## src/rtl/gtech_tie_pkg.sv

```systemverilog
// rtl/gtech_tie_pkg.sv - shared types and constants for the tie-off net monitor
package gtech_tie_pkg;

    typedef enum logic [1:0] {
        DISABLED = 2'd0,
        CLEAN    = 2'd1,
        FAULT    = 2'd2
    } tie_state_t;

    localparam int DB_W      = 4;
    localparam int DEF_WIDTH = 8;
    localparam int DEF_CNT_W = 8;

endpackage

```

## src/rtl/gtech_tie_sync.sv

```systemverilog
// rtl/gtech_tie_sync.sv - two-flop synchroniser with per-bit reset value
module gtech_tie_sync
    import gtech_tie_pkg::*;
#(
    parameter int WIDTH = DEF_WIDTH
) (
    input  logic             clk,
    input  logic             rst,
    input  logic [WIDTH-1:0] rst_val,
    input  logic [WIDTH-1:0] d,
    output logic [WIDTH-1:0] q
);

    logic [WIDTH-1:0] meta;

    // Loading the expected level keeps a freshly reset monitor from seeing a fault.
    always_ff @(posedge clk or posedge rst) begin
        if (rst) begin
            meta <= rst_val;
            q    <= rst_val;
        end else begin
            meta <= d;
            q    <= meta;
        end
    end

endmodule

```

## src/rtl/gtech_tie_monitor.sv

```systemverilog
// rtl/gtech_tie_monitor.sv - tie-off net checker; GTECH_TIE_MON_INJECT_EN adds the INJ fault-injection port
module gtech_tie_monitor
    import gtech_tie_pkg::*;
#(
    parameter int               WIDTH    = DEF_WIDTH,
    parameter logic [WIDTH-1:0] EXPECT   = '0,
    parameter int               DEBOUNCE = 2,
    parameter int               CNT_W    = DEF_CNT_W
) (
    input  logic             CLK,
    input  logic             RST,
    input  logic             EN,
    input  logic [WIDTH-1:0] TIE_IN,
    input  logic             CLR,
    output logic             MISMATCH,
    output logic             ERR,
    output logic [WIDTH-1:0] ERR_MASK,
    output logic [CNT_W-1:0] ERR_CNT,
    output logic             ERR_EVT
`ifdef GTECH_TIE_MON_INJECT_EN
    ,
    input  logic [WIDTH-1:0] INJ
`endif
);

    localparam logic [DB_W-1:0] DB_MAX = DB_W'(DEBOUNCE);

    logic [WIDTH-1:0] sync_out;
    logic [WIDTH-1:0] m;
    logic [WIDTH-1:0] c;
    logic [WIDTH-1:0] conf;
    logic [DB_W-1:0]  db_cnt [WIDTH];
    logic             evt;
    tie_state_t       state, state_nxt;

    gtech_tie_sync #(
        .WIDTH (WIDTH)
    ) u_sync (
        .clk     (CLK),
        .rst     (RST),
        .rst_val (EXPECT),
        .d       (TIE_IN),
        .q       (sync_out)
    );

`ifdef GTECH_TIE_MON_INJECT_EN
    assign m = sync_out ^ EXPECT ^ INJ;
`else
    assign m = sync_out ^ EXPECT;
`endif

    always_ff @(posedge CLK or posedge RST) begin
        if (RST) begin
            for (int i = 0; i < WIDTH; i++) db_cnt[i] <= '0;
        end else begin
            for (int i = 0; i < WIDTH; i++) begin
                if (EN && m[i]) begin
                    if (db_cnt[i] != DB_MAX) db_cnt[i] <= db_cnt[i] + 1'b1;
                end else begin
                    db_cnt[i] <= '0;
                end
            end
        end
    end

    always_comb begin
        c = '0;
        for (int i = 0; i < WIDTH; i++) c[i] = (db_cnt[i] == DB_MAX);
    end

    // Counters still hold their value for the cycle EN drops; mask them so nothing latches then.
    assign conf = EN ? c : '0;

    always_comb begin
        state_nxt = state;
        evt       = 1'b0;
        case (state)
            DISABLED: if (EN) state_nxt = CLEAN;
            CLEAN: begin
                if (|conf) begin
                    state_nxt = FAULT;
                    evt       = 1'b1;
                end
            end
            FAULT:    if (!(|conf)) state_nxt = CLEAN;
            default:  state_nxt = DISABLED;
        endcase
        if (!EN) begin
            state_nxt = DISABLED;
            evt       = 1'b0;
        end
    end

    always_ff @(posedge CLK or posedge RST) begin
        if (RST) begin
            state    <= DISABLED;
            MISMATCH <= 1'b0;
            ERR_EVT  <= 1'b0;
            ERR_MASK <= '0;
            ERR_CNT  <= '0;
        end else begin
            state    <= state_nxt;
            MISMATCH <= |conf;
            ERR_EVT  <= evt;
            // A clear coinciding with a new event keeps that event visible.
            if (CLR) begin
                ERR_MASK <= evt ? conf : '0;
                ERR_CNT  <= evt ? CNT_W'(1) : '0;
            end else begin
                ERR_MASK <= ERR_MASK | conf;
                if (evt && (ERR_CNT != {CNT_W{1'b1}})) ERR_CNT <= ERR_CNT + 1'b1;
            end
        end
    end

    assign ERR = |ERR_MASK;

endmodule
```

## config.mk

```make
export PLATFORM = sky130hd
export DESIGN_NAME = gtech_tie_monitor
export DESIGN_NICKNAME = d
export VERILOG_FILES = /design/src/rtl/gtech_tie_pkg.sv /design/src/rtl/gtech_tie_sync.sv /design/src/rtl/gtech_tie_monitor.sv
export SDC_FILE = /design/constraint.sdc
export NUM_CORES = 1
export LEC_CHECK = 0
export CORE_MARGIN = 2
export CORE_UTILIZATION = 35
export CTS_BUF_LIST = sky130_fd_sc_hd__clkbuf_4 sky130_fd_sc_hd__clkbuf_8 sky130_fd_sc_hd__clkbuf_16
export CTS_CLUSTER_DIAMETER = 50
export DETAILED_ROUTE_END_ITERATION = 16
export HOLD_SLACK_MARGIN = 0.15
export PLACE_DENSITY_LB_ADDON = 0.05
export SLEW_MARGIN = 20
export SYNTH_ARGS = -nofsm -noshare
export SYNTH_HDL_FRONTEND = slang
export SYNTH_SLANG_ARGS = --single-unit
```

## constraint.sdc

```tcl
create_clock -name CLK -period 4.1 [get_ports CLK]
set_clock_uncertainty 0.15 [all_clocks]
set_input_delay 0.82 -clock CLK [delete_from_list [all_inputs] [get_ports CLK]]
set_output_delay 0.82 -clock CLK [all_outputs]
set_load 0.01 [all_outputs]
```

==> results by group <==
GRT
  – Vias in the first global route: 2,069
  – Pin count of the biggest net entering global routing: 42
  – Overflow after GRT: 0
  – First-pass GRT wire length: 10.3 mm
  – GRT Util Overall: 13.8%
  – Antenna violations before repair: 0

Setup path
  – Worst Path Max Fanout: 11
  – CP Launch Type: input port
  – Buffers plus inverters on the worst setup path: 1
  – Crit path max-delay family: simple AND/OR/NAND/NOR gates
  – CP max-delay cell: clkdlybuf4s50_1
  – CP Depth: 6
  – Critical Path RT: 4.18 ns
  – WS Path Type: input port to flop
  – Slowest stage delay, CP: 0.58 ns
  – CP Data Arrival Time: 2.79 ns
  – FF-to-FF path depth: 7
  – CP cell instances: clkdlybuf4s50_1 > and4bb_4 > nor4_4 > a21oi_4 > and4bb_1 > mux2_4
  – Crit end category: flop

STA
  – Crit share post-route: 65.9%
  – TNS Setup: 0 ns
  – Measured slew at the worst slew-check pin: 0.864 ns
  – Max Fclk: 370 MHz
  – Final Hold Vio Count: 0
  – RSZ-0062 raised after global routing: false
  – Tmin final: 2.70 ns
  – Worst relative slew slack: 42.3%
  – Fin. max-slew vios: 0
  – Setup violations, final: 0

Routing
  – Remaining antenna violation count after routing: 0
  – Via count: 2,079
  – Drt wl/cell: 13.7 um
  – Drt pass-1 iters: 4
  – Post-route DRC: 0
  – Vias per std cell: 4.81
  – Iteration-0 DRC Markers: 68
  – Routed WL: 5.93 mm

CTS
  – Htree depth: 3
  – Worst-skew pair later-pin latency: 0.35 ns
  – TritonCTS clock tree: done
  – CTS Buf Count: 9
  – Post-CTS Setup Inserts: 0
  – Clock-pin slew on the worst setup and hold paths: 0.07 ns
  – Post-CTS Hold Buffers: 0
  – Clk root buf: clkbuf_8
  – CTS resizes: 0
  – CTS sink count: 68
  – CTS Buffer Depth: 2

Synthesis
  – Yosys reg bits: 68
  – Ys flop type: dfrtp_1
  – Post-Synthesis Cells: 277
  – Post-synthesis sequential area ratio: 55.3%
  – Mean Syn Cell Area: 11.1 um2
  – Cell Area, Synth: 3080 um2
  – Top cell type's share of synthesized area: 55.3%
  – Cell type with the largest total area after synthesis: dfrtp_1
  – Synth Warn #: 0
  – Fraction of registers with async set/reset: 100%
  – Top cells by area, synth: dfrtp_1 55%, ha_1 6.9%, nor2_1 5.6%
  – Cell variety after synth: 35
  – Post-synth EDFFs: 0
  – Post-Syn Nets: 306

Power
  – Comb power frac: 8.1%
  – Leakage: 1.70 nW
  – Worst VDD drop: 0.165 mV
  – Clock Power Share: 45.4%
  – Sw Pwr: 0.334 mW
  – Sw Share: 21.9%
  – Int Power: 1.19 mW
  – Cell Pwr Density: 402 nW/um2
  – Sequential share of power: 46.5%

Final layout
  – Syn-to-layout area delta: 23.1%
  – Commonest cells after routing, fill and taps aside: 68 x dfrtp_1, 46 x nor2_1, 30 x clkdlybuf4s50_1
  – Antenna diodes: 0
  – Fillers: 822
  – Area of the multi-input gates: 1330 um2
  – Share of layout cells above drive strength 1: 10.5%
  – Fin nets: 348
  – Most common cell after layout, fill and taps aside: dfrtp_1
  – Fin cells: 432
  – Sequential cell area: 1700 um2

Die
  – Core ar.: 8640 um2
  – DIE AREA: 9560 um2
  – Chip height: 97.8 um
  – Die width: 97.8 um
  – Ports: 31
  – Cell row count: 34
  – Initial cell density of the core: 35.7%

Placement
  – Post-DP HPWL: 4.15 mm
  – Number of port buffers: 30
  – GPL Wtd Cong: 0.774
  – Placed Cells: 416

Job
  – Maxcap violations: 0

Min path
  – HP Class: flop to flop
  – Worst hold path depth: 0

Outcome
  – Status: complete, no violations
-- area by class of cell --
cell class,instances,share of cell area (%)
clock inverters,4,2.51
multi-input cells,195,35.0
clock buffers,12,4.19
repair buffers,35,8.91
flip-flops and latches,68,44.9
well taps,108,3.56
inverters,10,0.990
-- cells by family (layout without fill, tap and decap cells) --
kind of cell / Yosys count / count (layout) / share of synthesized area [%]
buffers and inverters: 14 / 61 / 1.71
and+or+nand+nor: 122 / 122 / 22.3
xor gates and xnor gates: 23 / 23 / 6.54
AOI/OAI and AO/OA: 29 / 29 / 5.69
DFF: 68 / 68 / 55.3
muxes: 4 / 4 / 1.54
adders and majority gates: 17 / 17 / 6.91
-- synthesized netlist by cell type, types with 3 or more instances --
| library cell | number |
|---|---|
| ha_1 | 17 |
| nand2b_1 | 3 |
| nor3b_1 | 3 |
| nand2_1 | 10 |
| inv_1 | 10 |
| xnor2_1 | 14 |
| a21oi_1 | 19 |
| xor2_1 | 9 |
| nand3_1 | 15 |
| dfrtp_1 | 68 |
| clkbuf_1 | 4 |
| nor3b_2 | 6 |
| and3_1 | 4 |
| nor2b_1 | 15 |
| nor2_1 | 46 |
| nor3_1 | 8 |
-- state kept, by name, indices dropped and copies added, names as in the netlist --
| name | count |
|---|---|
| ERR_MASK | 8 |
| u_sync.meta | 8 |
| ERR_EVT | 1 |
| u_sync.q | 8 |
| MISMATCH | 1 |
| db_cnt | 32 |
| state | 2 |
| ERR_CNT | 8 |
-- stage by stage --
step	worst slack, ns	utilization [%]	hold WS (ns)	total power [mW]	area (um2)
2_1_floorplan	1.42	-	0.181	0.797	3080
3_3_place_gp	1.06	41.0	0.184	0.848	3540
3_5_place_dp	1.04	41.0	0.186	0.848	3540
4_1_cts	1.39	43.9	0.200	1.55	3790
5_1_grt	1.31	43.9	0.208	1.60	3790
6_report	1.40	43.9	0.200	1.52	3790
-- per-layer routing --
layer / wire length (um) / part of all wire, % / global-route usage (%) / vias up
li1: - / - / - / 1020
met1: 3050 / 51 / 19.5 / 1011
met2: 2520 / 43 / 19.2 / 37
met3: 234 / 3.9 / 4.44 / 11
met4: 126 / 2.1 / 6.41 / 0
met5: 0 / 0 / 0 / -
-- path summary, 6_finish.rpt --
check,start,slack (ns),endpoint
min in group asynchronous,RST,0.83,u_sync.meta[6]$_DFF_PP0_
worst min register to register,u_sync.meta[7]$_DFF_PP0_,0.20,u_sync.q[7]$_DFF_PP0_
worst max register to register,db_cnt[8]$_DFFE_PP0P_,1.68,ERR_CNT[4]$_DFFE_PP0P_
worst max-delay path,EN,1.40,ERR_CNT[4]$_DFFE_PP0P_
worst min-delay path,u_sync.meta[7]$_DFF_PP0_,0.20,u_sync.q[7]$_DFF_PP0_
max in group asynchronous,RST,2.25,db_cnt[16]$_DFFE_PP0P_
-- power groups by stage --
| stage | combinational (mW) | sequential (mW) | clock (mW) |
|---|---|---|---|
| floorplan | 0.0763 | 0.720 | 0 |
| global placement | 0.126 | 0.723 | 0 |
| detailed placement | 0.126 | 0.722 | 0 |
| CTS | 0.127 | 0.709 | 0.711 |
| global route | 0.140 | 0.712 | 0.744 |
| finish | 0.123 | 0.709 | 0.692 |
No activity file was read; power rests on OpenSTA's default activity.
